### config.mk
export PLATFORM = sky130hd
export DESIGN_NAME = ps2_key_event_rx
export DESIGN_NICKNAME = d
export VERILOG_FILES = /design/src/rtl/ps2_pkg.sv /design/src/rtl/ps2_frame_rx.sv /design/src/rtl/ps2_key_event_rx.sv
export SDC_FILE = /design/constraint.sdc
export NUM_CORES = 1
export LEC_CHECK = 0
export CAP_MARGIN = 20
export CORE_ASPECT_RATIO = 0.7
export CORE_MARGIN = 1.5
export CORE_UTILIZATION = 29
export CTS_CLUSTER_DIAMETER = 30
export DETAILED_ROUTE_END_ITERATION = 6
export PLACE_DENSITY = 0.46
export SLEW_MARGIN = 0
export SYNTH_ARGS = -nofsm -noshare
export SYNTH_HDL_FRONTEND = slang
export SYNTH_SLANG_ARGS = --single-unit
export TNS_END_PERCENT = 5
### constraint.sdc
create_clock -name clk -period 4.1 [get_ports clk]
set_input_delay 0.41 -clock clk [delete_from_list [all_inputs] [get_ports clk]]
set_output_delay 0.41 -clock clk [all_outputs]
set_load 0.01 [all_outputs]
### src/rtl/ps2_pkg.sv
// Shared constants and types for the PS/2 key-event receiver.
// Holds the prefix codes, the frame FSM encoding and the queued event layout.
// No timing or flow control lives here.
package ps2_pkg;

  localparam logic [7:0] PS2_EXT = 8'hE0;
  localparam logic [7:0] PS2_BRK = 8'hF0;

  typedef enum logic [1:0] {
    ST_IDLE = 2'd0,
    ST_DPS  = 2'd1,
    ST_LOAD = 2'd2
  } frame_state_t;

  typedef struct packed {
    logic       ext;
    logic       brk;
    logic [7:0] code;
  } evt_t;

  // Frame as shifted in: bit0 start, bits 8:1 data (LSB first), bit9 parity, bit10 stop.
  // Good frame: start low, stop high, odd parity over data plus parity bit.
  function automatic logic frame_ok(input logic [10:0] frm);
    return (frm[0] == 1'b0) && (frm[10] == 1'b1) && ((^frm[9:1]) == 1'b1);
  endfunction

endpackage

### src/rtl/ps2_frame_rx.sv
// PS/2 frame receiver: glitch filter, 11-bit frame capture, start/parity/stop check, gap timeout.
// Latency: stop-bit falling edge in cycle N -> byte_tick (or frame_err) in cycle N+1.
// No backpressure: byte_tick is a one-cycle strobe the consumer must take.
module ps2_frame_rx
  import ps2_pkg::*;
#(
  parameter int FILTER_LEN  = 8,
  parameter int TIMEOUT_CYC = 100000
) (
  input  logic       clk,
  input  logic       reset,
  input  logic       ps2c,
  input  logic       ps2d,
  input  logic       rx_en,
  output logic       byte_tick,
  output logic [7:0] rx_byte,
  output logic       frame_err
);

  localparam int GW = $clog2(TIMEOUT_CYC + 1);
  localparam logic [GW-1:0] GAP_LAST = GW'(TIMEOUT_CYC - 1);

  logic [FILTER_LEN-1:0] filt;
  logic                  f_ps2c;
  logic                  f_ps2c_next;
  logic                  fall;

  frame_state_t  state, state_next;
  logic [10:0]   shreg, shreg_next;
  logic [3:0]    n, n_next;
  logic [GW-1:0] gap, gap_next;

  // The filtered clock only changes once the whole window agrees.
  assign f_ps2c_next = (&filt) ? 1'b1 : ((|filt) ? f_ps2c : 1'b0);
  assign fall        = f_ps2c & ~f_ps2c_next;
  assign rx_byte     = shreg[8:1];

  // Glitch filter shift register and filtered clock level.
  always_ff @(posedge clk or posedge reset) begin
    if (reset) begin
      filt   <= '0;
      f_ps2c <= 1'b0;
    end else begin
      filt   <= {ps2c, filt[FILTER_LEN-1:1]};
      f_ps2c <= f_ps2c_next;
    end
  end

  // Frame FSM state and datapath registers.
  always_ff @(posedge clk or posedge reset) begin
    if (reset) begin
      state <= ST_IDLE;
      shreg <= '0;
      n     <= '0;
      gap   <= '0;
    end else begin
      state <= state_next;
      shreg <= shreg_next;
      n     <= n_next;
      gap   <= gap_next;
    end
  end

  // Next-state, bit shifting, gap timeout and frame verdict.
  always_comb begin
    state_next = state;
    shreg_next = shreg;
    n_next     = n;
    gap_next   = gap;
    byte_tick  = 1'b0;
    frame_err  = 1'b0;
    case (state)
      ST_IDLE: begin
        // rx_en only gates the start; an accepted frame always runs to completion.
        if (fall && rx_en) begin
          state_next = ST_DPS;
          shreg_next = {ps2d, shreg[10:1]};
          n_next     = 4'd9;
          gap_next   = '0;
        end
      end
      ST_DPS: begin
        if (fall) begin
          shreg_next = {ps2d, shreg[10:1]};
          gap_next   = '0;
          if (n == 4'd0) begin
            state_next = ST_LOAD;
          end else begin
            n_next = n - 4'd1;
          end
        end else if (gap == GAP_LAST) begin
          // Keyboard stalled mid-frame: drop the partial frame.
          state_next = ST_IDLE;
          frame_err  = 1'b1;
        end else begin
          gap_next = gap + GW'(1);
        end
      end
      ST_LOAD: begin
        state_next = ST_IDLE;
        if (frame_ok(shreg)) begin
          byte_tick = 1'b1;
        end else begin
          frame_err = 1'b1;
        end
      end
      default: state_next = ST_IDLE;
    endcase
  end

endmodule

### src/rtl/ps2_key_event_rx.sv
// PS/2 keyboard receiver: frames -> E0/F0 prefix decoding -> key-event FIFO.
// Latency: stop-bit fall in cycle N -> evt_valid in N+2 when the FIFO was empty.
// Backpressure: valid/ready pop; a push into a full FIFO with no pop is dropped and flagged.
module ps2_key_event_rx
  import ps2_pkg::*;
#(
  parameter int FILTER_LEN  = 8,
  parameter int FIFO_DEPTH  = 4,
  parameter int TIMEOUT_CYC = 100000,
  parameter int EVENT_MODE  = 0
) (
  input  logic                            clk,
  input  logic                            reset,
  input  logic                            ps2c,
  input  logic                            ps2d,
  input  logic                            rx_en,
  output logic                            evt_valid,
  input  logic                            evt_ready,
  output logic [7:0]                      evt_code,
  output logic                            evt_ext,
  output logic                            evt_break,
  output logic                            frame_err,
  output logic                            overflow,
  output logic [$clog2(FIFO_DEPTH+1)-1:0] fifo_count
);

  localparam int AW = $clog2(FIFO_DEPTH);
  localparam int CW = $clog2(FIFO_DEPTH + 1);
  localparam logic [CW-1:0] FULL_CNT = CW'(FIFO_DEPTH);

  logic          byte_tick;
  logic [7:0]    rx_byte;
  logic          ext_q;
  logic          brk_q;
  evt_t          mem [FIFO_DEPTH];
  evt_t          head;
  logic [AW-1:0] wr_ptr;
  logic [AW-1:0] rd_ptr;
  logic [CW-1:0] count;
  logic          is_code;
  logic          push_req;
  logic          full;
  logic          pop;
  logic          do_push;

  ps2_frame_rx #(
    .FILTER_LEN  (FILTER_LEN),
    .TIMEOUT_CYC (TIMEOUT_CYC)
  ) u_frame_rx (
    .clk       (clk),
    .reset     (reset),
    .ps2c      (ps2c),
    .ps2d      (ps2d),
    .rx_en     (rx_en),
    .byte_tick (byte_tick),
    .rx_byte   (rx_byte),
    .frame_err (frame_err)
  );

  assign is_code  = byte_tick && (rx_byte != PS2_EXT) && (rx_byte != PS2_BRK);
  // Legacy mode only reports releases; press codes are swallowed.
  assign push_req = is_code && (brk_q || (EVENT_MODE != 0));
  assign full     = (count == FULL_CNT);
  assign pop      = evt_valid && evt_ready;
  // A simultaneous pop frees the slot, so a full FIFO still accepts the push.
  assign do_push  = push_req && (!full || pop);

  assign head       = mem[rd_ptr];
  assign evt_valid  = (count != '0);
  assign evt_code   = evt_valid ? head.code : 8'h00;
  assign evt_ext    = evt_valid ? head.ext  : 1'b0;
  assign evt_break  = evt_valid ? head.brk  : 1'b0;
  assign fifo_count = count;

  // Prefix flags: set by E0/F0, consumed by the next code, wiped by a bad frame.
  always_ff @(posedge clk or posedge reset) begin
    if (reset) begin
      ext_q <= 1'b0;
      brk_q <= 1'b0;
    end else if (frame_err) begin
      ext_q <= 1'b0;
      brk_q <= 1'b0;
    end else if (byte_tick) begin
      if (rx_byte == PS2_EXT) begin
        ext_q <= 1'b1;
      end else if (rx_byte == PS2_BRK) begin
        brk_q <= 1'b1;
      end else begin
        ext_q <= 1'b0;
        brk_q <= 1'b0;
      end
    end
  end

  // Event storage; stale contents are masked at the outputs while empty.
  always_ff @(posedge clk) begin
    if (do_push) begin
      mem[wr_ptr] <= {ext_q, brk_q, rx_byte};
    end
  end

  // Pointers, occupancy and the registered overflow pulse.
  always_ff @(posedge clk or posedge reset) begin
    if (reset) begin
      wr_ptr   <= '0;
      rd_ptr   <= '0;
      count    <= '0;
      overflow <= 1'b0;
    end else begin
      if (do_push) wr_ptr <= wr_ptr + AW'(1);
      if (pop)     rd_ptr <= rd_ptr + AW'(1);
      case ({do_push, pop})
        2'b10:   count <= count + CW'(1);
        2'b01:   count <= count - CW'(1);
        default: count <= count;
      endcase
      overflow <= push_req && full && !pop;
    end
  end

endmodule
==> results by group, run 1 <==
Logic synthesis
  • Cell Area, Synth: 4347 um2
  • Number of synthesized register bits: 93
  • Seq/Total Area, Yosys: 58.15%
  • Synth area leader: dfrtp_1
  • Top-count cell post-synth: dfrtp_1
  • Mapped Cells: 366
  • Mean Syn Cell Area: 11.88 um2
  • Ys Warns: 0
  • Count of cell types in the netlist: 46
  • Prevailing post-synth register cell: dfrtp_1
  • Mapped Nets: 388
  • Post-synth EDFFs: 40
  • Post-synth top cells: 53 x dfrtp_1, 47 x nand2_1, 40 x edfxtp_1
  • Post-synth ARST share: 56.99%
  • Dominant cells by area after synthesis: dfrtp_1 31%, edfxtp_1 28%, mux4_2 5.2%, ha_1 4.3%, nand2_1 4.1%
  • Top cell type's share of synthesized area: 30.51%

CTS
  • Post-CTS resize count: 0
  • Htree depth: 3
  • CTS root buf: clkbuf_16
  • Setup bufs post-CTS: 0
  • Total CTS buffers: 9
  • Cts hold-fix bufs: 0
  • Worst-skew pair later-pin latency: 0.35 ns
  • CTS Sinks: 93
  • Clk buf depth: 2
  • Worst-path clk slew: 0.07 ns
  • TritonCTS clock tree: built

Worst hold path
  • Hold WC Path Type: register to register
  • Hold_sp: u_frame_rx.filt[1]$_DFF_PP0_
  • WHS Path Cells: 0
  • Worst Hold End: u_frame_rx.filt[0]$_DFF_PP0_

Pwr
  • LEAKAGE: 1.905 nW
  • P_sw: 0.7829 mW
  • Internal power: 1.755 mW
  • Sw Ratio: 30.85%
  • Worst VDD drop: 0.1882 mV
  • Pwr/cell area: 501.5 nW/um2
  • Part of the power in the clock network: 32.8%
  • Combinational share of power: 21.3%
  • Sequential Power Share: 45.9%

Routing
  • DRT Wirelength: 8869 um
  • Pre-antenna DRT Iters: 4
  • DRT antenna net count: 0
  • DRC Markers: 0
  • Vias per cell: 4.736
  • Mean routed wirelength per cell: 15.08 um
  • DR iter-0 viols: 170
  • Via count: 2785

Final layout
  • Filler instances: 1406
  • Ant diodes: 0
  • Synth-to-layout area growth: 16.44%
  • Share of post-route cells with drive strength above 1: 8.906%
  • Final nets: 410

Setup path
  • Worst reg2reg setup slack: 1.00 ns
  • Worst Path Required: 3.69 ns
  • Capturing point of the worst reg2reg path: fifo_count[2]$_DFFE_PP0P_
  • Kind of critical path: register to output pin
  • Max FO, Critical Path: 8
  • Crit path arrival time: 2.71 ns
  • Reg2reg start: u_frame_rx.shreg[7]$_DFFE_PP0P_
  • Nature of the critical path startpoint: register
  • Crit. End Element: output pin
  • R2R cell count: 9

Place
  • Placed wire-length estimate: 6095 um
  • Dpl ws: 0.9987 ns
  • GPL Wtd Cong: 0.8028
  • Buffers added on ports: 21

STA
  • Clock period minus final worst setup slack: 3.118 ns
  • Relative slew slack: 35.39%
  • RSZ-0062 raised after global routing: no
  • Setup ws final: 0.9820 ns
  • Final hold vios: 0
  • Setup TNS: 0 ns
  • Max Slew Vio Count: 0
  • Final Setup Violations: 0
  • Worst Tran Pin Value: 0.9627 ns
  • Max Fclk: 0.3207 GHz
  • Final period util: 76.05%
  • Final Skew: 0.007152 ns

Global routing
  • Remaining global-route overflow: 0
  • Pin count of the biggest net entering global routing: 40
  • GRT Overall Usage: 12.65%
  • Vias in the first global route: 2798
  • Initial antenna violation count: 0
  • First-pass GRT wire length: 14950 um

Floorplan
  • Die Wd: 149.3 um
  • Core ar.: 14680 um2
  • Rows: 37
  • Io pins: 22
  • Die area: 15740 um2
  • Die Y: 105.4 um
  • Starting Density: 29.62%

Run
  • Max_cap viols: 0

Status
  • Run status: finished, final reports clean
-- per-stage QoR --
stage               util (%)  power, mW  std cells  area [um2]  hold WS (ns)
finish                 34.49      2.538        588        5061        0.4201
global route           34.49      2.691        588        5061        0.4330
CTS                    34.49      2.574        588        5061        0.4165
detailed placement     32.48      1.738        572        4766        0.4065
global placement       32.48      1.728        572        4766        0.3965
floorplan                  -      1.500        366        4347        0.3867
-- worst max-delay path: stages (launching register included) --
cell and delay [ns]:
dfrtp_1 0.48, nor4b_1 0.40, and4_1 0.41, nand2_1 0.15, o21bai_1 0.31, clkdlybuf4s50_1 0.60
-- sequential cells by signal, indices dropped and copies added, names as in the netlist --
signal and cells:
mem 40, u_frame_rx.filt 8, brk_q 1, ext_q 1, overflow 1, u_frame_rx.shreg 11
rd_ptr 2, wr_ptr 2, fifo_count 3, u_frame_rx.n 4, u_frame_rx.f_ps2c 1, u_frame_rx.state 2
u_frame_rx.gap 17
-- layout make-up --
type	instances	area (um2)	share of cell area [%]
clock buffer	9	225.2	4.450
clock inverter	7	70.07	1.384
inverter	17	63.81	1.261
multi-input combinational	243	1698	33.55
sequential	93	2527	49.94
tap	195	244.0	4.821
timing repair buffer	24	232.7	4.598
-- layout by cell type (no fill, tap or decap), drive strengths merged, types with 2 or more instances in the layout --
| cell type | count |
|---|---|
| dfrtp | 53 |
| nand2 | 47 |
| edfxtp | 40 |
| o21ai | 24 |
| inv | 23 |
| clkdlybuf4s50 | 21 |
| and2 | 18 |
| nand3 | 15 |
| a21oi | 15 |
| ha | 15 |
| nor2 | 14 |
| xnor2 | 10 |
| mux4 | 10 |
| clkbuf | 9 |
| nand4 | 8 |
| or3 | 7 |
| and4 | 5 |
| nor2b | 5 |
| nor3 | 5 |
| xor2 | 5 |
| nor4 | 4 |
| nor4b | 4 |
| or4 | 4 |
| and3 | 3 |
| o211ai | 3 |
| buf | 3 |
| or2 | 2 |
| mux2i | 2 |
| a32o | 2 |
| a31oi | 2 |
-- metal layers --
layer  vias up  share of wire (%)  track usage [%]
met2        44                 43            17.92
li1       1366                  -                -
met4         0                1.1            3.465
met3         8                3.8            4.199
met1      1367                 52            18.30
met5         -                  0                0
-- cells by family (layout without fill, tap and decap cells) --
kind of cell	Yosys count	in the layout	synth area share (%)
buffers and inverters	30	57	2.792
DFF	93	93	58.15
and+or+nand+nor	144	144	17.41
adders and majority gates	16	16	4.778
muxes	13	13	5.901
AOI/OAI and AO/OA	54	54	7.427
xor gates and xnor gates	16	16	3.540
-- power groups by stage --
stage | logic (mW) | clock network [mW] | registers [mW]
after global placement | 0.539 | 0 | 1.19
after detailed placement | 0.548 | 0 | 1.19
after global routing | 0.600 | 0.904 | 1.19
after CTS | 0.549 | 0.855 | 1.17
after floorplan | 0.390 | 0 | 1.11
final | 0.540 | 0.832 | 1.17
-- worst max path at each step --
stage                                    start                         to  cells after the start
2_1_floorplan  u_frame_rx.shreg[7]$_DFFE_PP0P_  fifo_count[2]$_DFFE_PP0P_                     10
3_3_place_gp   u_frame_rx.shreg[7]$_DFFE_PP0P_  fifo_count[2]$_DFFE_PP0P_                      9
3_5_place_dp   u_frame_rx.shreg[7]$_DFFE_PP0P_  fifo_count[2]$_DFFE_PP0P_                      9
4_1_cts          u_frame_rx.gap[8]$_DFFE_PP0P_                  frame_err                      5
5_1_grt        u_frame_rx.shreg[7]$_DFFE_PP0P_  fifo_count[2]$_DFFE_PP0P_                      9
6_report         u_frame_rx.gap[8]$_DFFE_PP0P_                  frame_err                      5
Note: power is estimated with default switching activity, not from simulation.
==> run 2, diff against run 1 <==
Settings changed: PLACE_DENSITY 0.46 to 0.48.
Clock period 4.1 ns to 2.5 ns, I/O delays scaled along.
==> results by group, run 2 (synthesis gave the netlist of run 1 again) <==
Setup path
  • Nature of the critical path startpoint: register
  • Family with the most delay on the worst path: simple AND/OR/NAND/NOR gates
  • Max FO, Critical Path: 2
  • Crit path arrival time: 2.84 ns
  • Buf/Inv on CP: 1
  • Kind of critical path: register to register
  • R2R cell count: 10
  • Capturing point of the worst reg2reg path: fifo_count[2]$_DFFE_PP0P_
  • Crit. End Element: register
  • Worst Setup SP: u_frame_rx.shreg[5]$_DFFE_PP0P_
  • CP dominant cell by count: o211ai_1
  • Worst stage delay on the critical path: 0.42 ns
  • Worst reg2reg setup slack: -0.12 ns
  • Slowest-stage cell, CP: or4_4
  • Crit path cell chain: inv_2 > ha_4 > xnor3_2 > xnor2_2 > or2_4 > nand3_2 > fa_2 > or4_4 > o211ai_1 > o211ai_1
  • Worst Path Required: 2.72 ns
  • Reg2reg start: u_frame_rx.shreg[5]$_DFFE_PP0P_

Global routing
  • Vias in the first global route: 2909
  • Pin count of the biggest net entering global routing: 54
  • GRT Overall Usage: 12.43%
  • Initial antenna violation count: 0
  • Remaining global-route overflow: 0
  • First-pass GRT wire length: 14870 um

Pwr
  • Pwr Total: 4.198 mW
  • LEAKAGE: 2.112 nW
  • Pwr/cell area: 770.4 nW/um2
  • Worst VDD drop: 0.2750 mV

Floorplan
  • Starting Density: 29.62%
  • Die Y: 105.4 um
  • Rows: 37
  • Io pins: 22
  • Core ar.: 14680 um2
  • Die area: 15740 um2
  • Die Wd: 149.3 um

STA
  • Clock period minus final worst setup slack: 2.620 ns
  • Relative slew slack: 61.67%
  • Max Slew Vio Count: 0
  • RSZ-0062 raised after global routing: yes
  • Setup ws final: -0.1205 ns
  • Final hold vios: 0
  • Worst Tran Pin Value: 0.5749 ns
  • Final period util: 104.8%
  • Max Fclk: 0.3816 GHz
  • Final Setup Violations: 42
  • Final Skew: 0.006936 ns

Final layout
  • Number of flip-flops under the largest register name: 40
  • Biggest regs: mem (40), u_frame_rx.gap (17), u_frame_rx.shreg (11)
  • Share of post-route cells with drive strength above 1: 19.03%
  • Filler instances: 1398
  • Synth-to-layout area growth: 25.36%
  • Most flops, register: mem
  • Ant diodes: 0
  • Final nets: 448
  • Non-filler cells in the finished layout: 626
  • FF/Latch Area: 2527 um2
  • Multi-input logic area: 1755 um2
  • Most common cell after layout, fill and taps aside: dfrtp_1
  • Most frequent cells in the layout: 53 x dfrtp_1, 47 x nand2_1, 40 x edfxtp_1, 36 x buf_4, 24 x o21ai_0

CTS
  • Htree depth: 3
  • TritonCTS clock tree: built
  • Clk buf depth: 2
  • CTS Sinks: 93
  • Total CTS buffers: 9
  • Cts hold-fix bufs: 0
  • Worst-skew pair later-pin latency: 0.35 ns
  • Worst-path clk slew: 0.06 ns
  • CTS root buf: clkbuf_16

Routing
  • DR iter-0 viols: 163
  • DRC Markers: 0
  • DRT Wirelength: 8850 um
  • DRT antenna net count: 0
  • Met3 wire len: 241 um
  • Top layer in use: met4
  • M1 wire length: 4586 um
  • Via count: 2918
  • Vias per cell: 4.661
  • Pre-antenna DRT Iters: 4
  • Mean routed wirelength per cell: 14.14 um
  • DR WL met2: 3849 um

Place
  • Placed wire-length estimate: 6229 um
  • Post-Place Cells: 607
  • GPL Wtd Cong: 0.7617
  • Buffers added on ports: 21

Status
  • Run status: finished, violations left
  • Violated checks: setup timing

Run
  • Max_cap viols: 0

Worst hold path
  • Hold WC Path Type: primary input to asynchronous set/reset pin
==> run 2: worst max path at each step <==
stage / cells past startpoint / endpoint / slack [ns]
after global routing: 10 / fifo_count[2]$_DFFE_PP0P_ / -0.21
final: 10 / fifo_count[2]$_DFFE_PP0P_ / -0.12
after global placement: 9 / fifo_count[2]$_DFFE_PP0P_ / -0.18
after CTS: 9 / fifo_count[2]$_DFFE_PP0P_ / -0.11
after detailed placement: 9 / fifo_count[2]$_DFFE_PP0P_ / -0.24
after floorplan: 11 / fifo_count[2]$_DFFE_PP0P_ / -0.31
==> run 2: what timing repair did <==
action                     CTS  global route
cloned                       0             0
setup endpoints to repair   44            44
gates resized for setup      9             3
pin swaps                    6             5
buffers inserted             1             2
==> run 2: final cells by class <==
cell class / count / area share (%)
Timing Repair Buffer: 62 / 10.56
Tap cell: 195 / 4.478
Sequential cell: 93 / 46.38
Clock buffer: 10 / 4.202
Inverter: 17 / 1.171
Multi-Input combinational cell: 243 / 32.22
Clock inverter: 6 / 0.9874
==> run 2: through the flow <==
stage               util, %  TNS [ns]  hold slack [ns]  setup WS [ns]  area, um2
floorplan                 -    -3.720           0.2814        -0.3088       4367
global placement      34.76   -0.9456           0.3986        -0.1849       5101
detailed placement    34.76    -2.282           0.4075        -0.2409       5101
CTS                   36.93    -3.059           0.2808        -0.1110       5420
global route          37.13    -8.308           0.3068        -0.2149       5449
finish                37.13   -0.4843           0.2663        -0.1205       5449
==> run 2: per-layer routing <==
metal / vias up / global-route usage [%]
li1: 1448 / -
met1: 1424 / 17.13
met2: 35 / 18.32
met3: 11 / 3.247
met4: 0 / 5.516
met5: - / 0
==> run 2: worst register-to-register path, delay by kind of cell (launching register included) <==
kind,cells,cell delay (ns)
xor gates and xnor gates,2,0.59
AOI/OAI and AO/OA,2,0.21
and+or+nand+nor,3,0.65
buffers and inverters,1,0.08
DFF,1,0.38
adders and majority gates,2,0.57
==> run 2: report_power, final <==
part / internal [mW] / total [mW] / switching (mW)
Combinational: 0.554 / 1.04 / 0.488
Clock: 0.692 / 1.30 / 0.610
Sequential: 1.69 / 1.86 / 0.165
Total: 2.94 / 4.20 / 1.26
==> run 3, diff against run 2 <==
Settings changed: CORE_UTILIZATION 29 to 40, PLACE_DENSITY 0.48 to 0.61, REMOVE_ABC_BUFFERS from default to 1, SKIP_LAST_GASP from default to 1.
==> results by group, run 3 (synthesis gave the netlist of run 1 again) <==
Status
  • Run status: finished, violations left
  • Violated checks: setup timing

Routing
  • Pre-antenna DRT Iters: 4
  • DR iter-0 viols: 217
  • DRC Markers: 0
  • Vias per cell: 5.219
  • Via count: 2949
  • DRT antenna net count: 0
  • DRT Wirelength: 8638 um
  • Mean routed wirelength per cell: 15.29 um

Pwr
  • Sequential Power Share: 42.5%
  • Worst VDD drop: 0.3521 mV
  • Internal power: 3.048 mW
  • Part of the power in the clock network: 32.7%
  • Combinational share of power: 24.8%
  • Pwr/cell area: 796.7 nW/um2
  • P_sw: 1.269 mW
  • Sw Ratio: 29.41%
  • LEAKAGE: 2.147 nW

STA
  • Max Slew Vio Count: 0
  • Setup ws final: -0.1104 ns
  • Hold_ws: 0.2572 ns
  • Setup TNS: -3.341 ns
  • Max Fclk: 0.3831 GHz
  • Clock period minus final worst setup slack: 2.610 ns
  • Worst Tran Pin Value: 0.4869 ns
  • Final Skew: 0.007904 ns
  • RSZ-0062 raised after global routing: yes
  • Final Setup Violations: 43
  • Relative slew slack: 67.24%
  • Final hold vios: 0
  • Final period util: 104.4%

Setup path
  • Nature of the critical path startpoint: register
  • Kind of critical path: register to register
  • Crit path arrival time: 2.67 ns
  • Crit. End Element: register
  • Slowest-stage cell, CP: xnor3_2
  • Worst stage delay on the critical path: 0.40 ns
  • Max FO, Critical Path: 8
  • Worst Path Required: 2.56 ns
  • Crit path cell chain: ha_1 > xnor3_2 > xnor2_2 > or2_4 > buf_4 > a31oi_2 > and2_1 > buf_12

CTS
  • Worst-path clk slew: 0.07 ns
  • Htree depth: 3
  • Clk buf depth: 2
  • CTS root buf: clkbuf_16
  • Cts hold-fix bufs: 0
  • CTS Sinks: 93
  • TritonCTS clock tree: built
  • Worst-skew pair later-pin latency: 0.34 ns
  • Total CTS buffers: 9

Final layout
  • Synth-to-layout area growth: 24.67%
  • Most common cell after layout, fill and taps aside: dfrtp_1
  • Most frequent cells in the layout: 53 x dfrtp_1, 46 x nand2_1, 40 x edfxtp_1, 38 x buf_4, 24 x o21ai_0
  • Design area: 5419 um2
  • Biggest regs: mem (40), u_frame_rx.gap (17), u_frame_rx.shreg (11)
  • Final nets: 450
  • Filler instances: 919
  • Most flops, register: mem
  • Number of flip-flops under the largest register name: 40
  • Share of post-route cells with drive strength above 1: 19.86%
  • Ant diodes: 0
  • Utilization after layout: 51.74%

Floorplan
  • Io pins: 22
  • Die area: 11510 um2
  • Die Wd: 127.6 um
  • Die Y: 90.22 um
  • Starting Density: 41.51%
  • Core ar.: 10470 um2
  • Rows: 31

Global routing
  • Remaining global-route overflow: 0
  • Initial antenna violation count: 0
  • First-pass GRT wire length: 14680 um
  • Pin count of the biggest net entering global routing: 54
  • Vias in the first global route: 2929
  • GRT Overall Usage: 16.62%

Worst hold path
  • Hold WC Path Type: primary input to asynchronous set/reset pin

Place
  • GPL Wtd Cong: 0.8360
  • Placed wire-length estimate: 6049 um
  • Placed cell area: 5027 um2
  • Buffers added on ports: 21

Run
  • Max_cap viols: 0
## run 3: final cells by class
class	count	area, um2	area share [%]
Sequential cell	93	2527	46.64
Timing Repair Buffer	64	596.8	11.01
Multi-Input combinational cell	243	1753	32.35
Clock buffer	9	225.2	4.156
Inverter	17	63.81	1.178
Tap cell	132	165.2	3.048
Clock inverter	7	87.58	1.616
## run 3: worst paths after layout
kind                       slack [ns]                            start                            to  cells past startpoint
min in group clk                 0.35                             ps2c  u_frame_rx.filt[7]$_DFF_PP0_                      1
hold / removal                   0.26                            reset         wr_ptr[1]$_DFFE_PP0P_                      3
setup / recovery                -0.11  u_frame_rx.shreg[8]$_DFFE_PP0P_           mem[2][1]$_DFFE_PP_                      8
setup reg to reg                -0.11  u_frame_rx.shreg[8]$_DFFE_PP0P_           mem[2][1]$_DFFE_PP_                      8
max in group asynchronous        1.97                            reset   u_frame_rx.f_ps2c$_DFF_PP0_                      3
hold reg to reg                  0.41     u_frame_rx.filt[4]$_DFF_PP0_  u_frame_rx.filt[3]$_DFF_PP0_                      0
## run 3: metrics by stage
step	instances	setup WS, ns	power (mW)
after floorplan	353	-0.3263	2.436
after global placement	545	-0.2144	2.893
after detailed placement	546	-0.2520	2.915
after CTS	563	-0.1454	4.361
after global routing	565	-0.2031	4.560
final	565	-0.1104	4.317
## run 3: power by group through the flow
| stage | clock network [mW] | registers (mW) | logic (mW) |
|---|---|---|---|
| detailed placement | 0 | 1.86 | 1.05 |
| CTS | 1.45 | 1.83 | 1.07 |
| floorplan | 0 | 1.88 | 0.552 |
| global placement | 0 | 1.86 | 1.03 |
| finish | 1.41 | 1.83 | 1.07 |
| global route | 1.52 | 1.86 | 1.18 |
## run 3: repair_timing
item / 4_1_cts / 5_1_grt
pin swaps: 7 / 6
setup endpoints to repair: 44 / 44
resized for setup: 5 / 12
setup buffers: 1 / 2
## run 3: worst max-delay path, delay by kind of cell (launching register included)
kind / cells / cell delay [ns]
buf+inv: 2 / 0.31
compound gates: 1 / 0.23
xor+xnor: 2 / 0.55
fa+ha+maj: 1 / 0.31
simple gates: 2 / 0.52
flops: 1 / 0.38
## run 3: per-layer routing
| layer | routed length [um] | track usage, % |
|---|---|---|
| met1 | 4429 | 23.97 |
| met2 | 3863 | 24.68 |
| met3 | 266 | 4.940 |
| met4 | 78 | 4.026 |
| met5 | 0 | 0 |
